### config.mk
export PLATFORM = sky130hd
export DESIGN_NAME = fifo_stream_reader
export DESIGN_NICKNAME = d
export VERILOG_FILES = /design/src/rtl/fifo_stream_reader_pkg.sv /design/src/rtl/fifo_stream_reader.sv
export SDC_FILE = /design/constraint.sdc
export NUM_CORES = 1
export LEC_CHECK = 0
export ABC_CLOCK_PERIOD_IN_PS = 4900
export CAP_MARGIN = 20
export CELL_PAD_IN_SITES_DETAIL_PLACEMENT = 1
export CELL_PAD_IN_SITES_GLOBAL_PLACEMENT = 1
export CORE_ASPECT_RATIO = 0.9
export CORE_MARGIN = 2
export CORE_UTILIZATION = 40
export CTS_CLUSTER_DIAMETER = 150
export DETAILED_ROUTE_END_ITERATION = 8
export PLACE_DENSITY = 0.92
export SETUP_SLACK_MARGIN = 0.15
export SYNTH_ARGS = -nofsm -noshare
export SYNTH_HDL_FRONTEND = slang
export SYNTH_SLANG_ARGS = --single-unit
export TNS_END_PERCENT = 30
### constraint.sdc
create_clock -name clk -period 4.9 [get_ports clk]
set_input_delay 0.735 -clock clk [delete_from_list [all_inputs] [get_ports clk]]
set_output_delay 0.735 -clock clk [all_outputs]
set_load 0.05 [all_outputs]
### src/rtl/fifo_stream_reader_pkg.sv
// Shared definitions for the FIFO drain-side stream reader.
package fifo_stream_reader_pkg;

    // Controller states, kept as plain constants so legacy code can compare against them.
    typedef logic [1:0] state_t;

    localparam state_t ST_IDLE  = 2'd0;
    localparam state_t ST_BURST = 2'd1;
    localparam state_t ST_DONE  = 2'd2;

endpackage

### src/rtl/fifo_stream_reader.sv
// Drains a show-ahead FIFO and emits counted bursts on a registered valid/ready stream.
module fifo_stream_reader
    import fifo_stream_reader_pkg::*;
#(
    parameter int unsigned WIDTH = 8,
    parameter int unsigned LEN_W = 8
) (
    input  logic             clk,
    input  logic             rst_n,
    input  logic             start,
    input  logic [LEN_W-1:0] burst_len,
    output logic             busy,
    output logic             done,
    input  logic [WIDTH-1:0] fifo_data_out,
    input  logic             fifo_data_valid,
    output logic             fifo_ren,
    output logic             m_valid,
    output logic [WIDTH-1:0] m_data,
    output logic             m_last,
    input  logic             m_ready
);

    state_t           state_q, state_d;
    logic [LEN_W-1:0] len_q, len_d;
    logic [LEN_W-1:0] issued_q, issued_d;
    logic             accept;
    logic             last_pop;

    assign accept = m_valid & m_ready;

    // Pop only while beats remain, the FIFO has a word, and the output register can take it.
    assign fifo_ren = (state_q == ST_BURST) & (issued_q != len_q) & fifo_data_valid &
                      (~m_valid | m_ready);

    // len_q is never zero in BURST, so the decrement cannot wrap when it matters.
    assign last_pop = (issued_q == (len_q - LEN_W'(1)));

    assign busy = (state_q != ST_IDLE);
    assign done = (state_q == ST_DONE);

    // Next-state and counter update logic.
    always_comb begin
        state_d  = state_q;
        len_d    = len_q;
        issued_d = issued_q;
        case (state_q)
            ST_IDLE: begin
                if (start) begin
                    if (burst_len != '0) begin
                        state_d  = ST_BURST;
                        len_d    = burst_len;
                        issued_d = '0;
                    end else begin
                        state_d = ST_DONE;
                    end
                end
            end
            ST_BURST: begin
                if (fifo_ren) begin
                    issued_d = issued_q + LEN_W'(1);
                end
                if (accept & m_last) begin
                    state_d = ST_DONE;
                end
            end
            ST_DONE: begin
                state_d = ST_IDLE;
            end
            default: begin
                state_d = ST_IDLE;
            end
        endcase
    end

    // Controller state and burst counters.
    always_ff @(posedge clk or negedge rst_n) begin
        if (!rst_n) begin
            state_q  <= ST_IDLE;
            len_q    <= '0;
            issued_q <= '0;
        end else begin
            state_q  <= state_d;
            len_q    <= len_d;
            issued_q <= issued_d;
        end
    end

    // Output register: reloads on a pop (even while the current beat is accepted), else empties.
    always_ff @(posedge clk or negedge rst_n) begin
        if (!rst_n) begin
            m_valid <= 1'b0;
            m_data  <= '0;
            m_last  <= 1'b0;
        end else if (fifo_ren) begin
            m_valid <= 1'b1;
            m_data  <= fifo_data_out;
            m_last  <= last_pop;
        end else if (accept) begin
            m_valid <= 1'b0;
            m_last  <= 1'b0;
        end
    end

endmodule

==> flow_summary.ini <==
[global_routing]
grt.overflow.total = 0
grt_usage_pct = 20.59
antenna_found_initial = 0
grt_max_degree = 29
grt_pass1_vias = 1366
grt_pass1_wl_um = 6251

[place]
portBuffers = 33
dp_slack_ns = 1.163
place_area_um2 = 1848
dp_hpwl_um = 2934
dp_cells = 233
place_congestion = 0.8453

[timing]
slew_headroom_pct = 40.11
fin_crit_sh_pct = 76.48
fmax_mhz = 266.9
finalSetupViolations = 0
grt_setup_unrepaired = false
fin_worst_skew_ns = 0.003614
max_slew.worst_pin.slew_ns = 0.8983
drv_slew = 0
setup_slack_ns = 1.153
fin_tns_setup_ns = 0
fin_crit_ns = 3.747
hold_viol = 0

[final_layout]
synthToLayoutAreaGrowth_pct = 29.45
drive_above_1_share_pct = 6.218
final_cells = 237
layout_common_cells = nand2_1 (37), clkdlybuf4s50_1 (33), dfrtp_1 (28)
mostFrequentLayoutCell = nand2_1
diodes = 0
design_area_um2 = 1903
final_nets = 217

[die]
fp.coreArea_um2 = 3453
die_y_um = 61.52
die_w_um = 67.91
dieArea_um2 = 4177
std_cell_rows = 20
start_util_pct = 42.57
io_pins = 34

[job]
drv_cap = 0

[clock_tree]
clkSinkCount = 28
cts_tree = yes
clkSlewWorstSetupHoldPaths_ns = 0.09
cts_max_level = 1
root_buffer = clkbuf_8
clk_path_buf_depth = 2
numCtsBuffers = 3
ctsHoldBuffers = 0
clk_latency_ns = 0.27
postCtsSetupBuffers = 0
post_cts_resized = 0

[setup_path]
endpoint = fifo_ren
worstSetupStartpoint = m_ready
crit_fanout = 15
worst_setup_path_start_kind = primary input
crit_type = primary input to output pin
arrival_ns = 3.01
r2r-start = len_q[7]$_DFFE_PN0P_
cp.required_ns = 4.16
rrSetupSlack_ns = 2.59
end_kind = output pin
worstRegToRegCells = 7
r2r-end = issued_q[4]$_DFFE_PN0P_

[status]
outcome = finished, final reports clean

[detailed_routing]
dr.pass1.iters = 5
drt_iter0_markers = 29
drt-vias-per-instance = 5.447
dr_wl_met3_um = 210
wl_per_cell_um = 16.12
dr.max_layer_used = met4
drcViolationCount = 0
postRouteAntennaNets = 0
dr_wl_met2_um = 1938
wl_um = 3820
vias = 1291
met1Wirelength_um = 1614

[synth]
synth_xor_area_share_pct = 9.532
synth_top_area_share_pct = 47.66
yosys_warnings = 0
syn_area_um2 = 1470
ys_top_cells_by_area = dfrtp_1 (48%), nand2_1 (9.4%), xnor2_1 (6.0%)
synth_seq_cells = 28
synth_cells = 158
syn-num-nets = 181
synth_fa_ha_area_share_pct = 1.702
synth_top_area_cell = dfrtp_1
seq_area_frac_synth_pct = 47.66
synth_top_family_by_area = simple AND/OR/NAND/NOR gates
synth-compound-area-share_pct = 8.340
yosys.area_share.simple_pct = 24.60
yosysUniqueCellTypes = 38
postSynthAreaPerCell_um2 = 9.305
synth.area.mux_share_pct = 5.362

[power]
ir_worst_vdd_uv = 305.8
power.density_nw_per_um2 = 589.5
power.total_mw = 1.122
p_leak_nw = 0.8094

[min_path]
hp-class = flop to flop
==> cells in the mapped netlist, drive strengths merged <==
| cell | n |
|---|---|
| and4bb | 1 |
| buf | 1 |
| mux2 | 7 |
| dfrtp | 28 |
| inv | 6 |
| a31o | 1 |
| ha | 2 |
| o221ai | 1 |
| nor3b | 1 |
| nor4 | 2 |
| clkbuf | 2 |
| nand3 | 8 |
| and4b | 1 |
| nand4b | 1 |
| nand2b | 1 |
| nor2b | 1 |
| o21ai | 5 |
| a2111oi | 1 |
| o2111a | 1 |
| xnor2 | 10 |
| clkinv | 1 |
| nor2 | 18 |
| a21boi | 1 |
| or4 | 1 |
| a21o | 2 |
| and2 | 1 |
| a21oi | 2 |
| nor3 | 3 |
| nand4 | 2 |
| nand2 | 37 |
| a211o | 1 |
| xor2 | 6 |
| o211ai | 2 |
==> flip-flops by register name, summed over array words and instances (netlist names) <==
signal	flops
m_last	1
state_q	2
m_valid	1
m_data	8
issued_q	8
len_q	8
==> layout make-up <==
type | instances | area [um^2]
tap | 44 | 55.05
inverter | 7 | 26.28
clock buffer | 4 | 55.05
fill | 397 | 1550
sequential | 28 | 700.7
timing repair buffer | 34 | 337.8
multi-input combinational | 120 | 728.2
==> routing by layer <==
| metal | up-vias | track usage (%) |
|---|---|---|
| li1 | 599 | - |
| met1 | 638 | 23.94 |
| met2 | 44 | 37.82 |
| met3 | 10 | 4.205 |
| met4 | 0 | 7.429 |
| met5 | - | 0 |
==> critical path, stage by stage <==
cell	delay [ns]
clkdlybuf4s50_1	0.57
nor2_1	0.06
a211o_1	0.48
inv_2	0.30
clkdlybuf4s50_1	0.85
==> how the worst min path moves through the flow <==
| stage | start | to | slack, ns | cells past startpoint |
|---|---|---|---|---|
| 6_report | state_q[1]$_DFFE_PN0P_ | state_q[1]$_DFFE_PN0P_ | 0.46 | 1 |
| 4_1_cts | state_q[1]$_DFFE_PN0P_ | state_q[1]$_DFFE_PN0P_ | 0.46 | 1 |
| 5_1_grt | state_q[1]$_DFFE_PN0P_ | state_q[1]$_DFFE_PN0P_ | 0.47 | 1 |
| 3_3_place_gp | state_q[1]$_DFFE_PN0P_ | state_q[1]$_DFFE_PN0P_ | 0.44 | 1 |
| 2_1_floorplan | state_q[1]$_DFFE_PN0P_ | state_q[1]$_DFFE_PN0P_ | 0.42 | 1 |
| 3_5_place_dp | state_q[1]$_DFFE_PN0P_ | state_q[1]$_DFFE_PN0P_ | 0.45 | 1 |
==> power breakdown <==
part	switching, mW	total [mW]	leakage [nW]	internal, mW
Combinational	0.339	0.561	0.431	0.222
Sequential	0.103	0.418	0.349	0.315
Clock	0.0709	0.143	0.0288	0.0720
Total	0.513	1.12	0.809	0.609
==> metrics by stage <==
| stage | hold slack [ns] | utilization [%] |
|---|---|---|
| after floorplan | 0.4219 | - |
| after global placement | 0.4354 | 53.51 |
| after detailed placement | 0.4511 | 53.51 |
| after CTS | 0.4645 | 55.11 |
| after global routing | 0.4704 | 55.11 |
| final | 0.4618 | 55.11 |
==> cell families after synthesis <==
kind of cell             Yosys count
multiplexers                       7
XOR/XNOR                          16
AO/OA/AOI/OAI                     17
adder cells (fa/ha/maj)            2
flip-flops                        28
buffers and inverters             10
AND/OR/NAND/NOR                   78
Note: power is estimated with default switching activity, not from simulation.
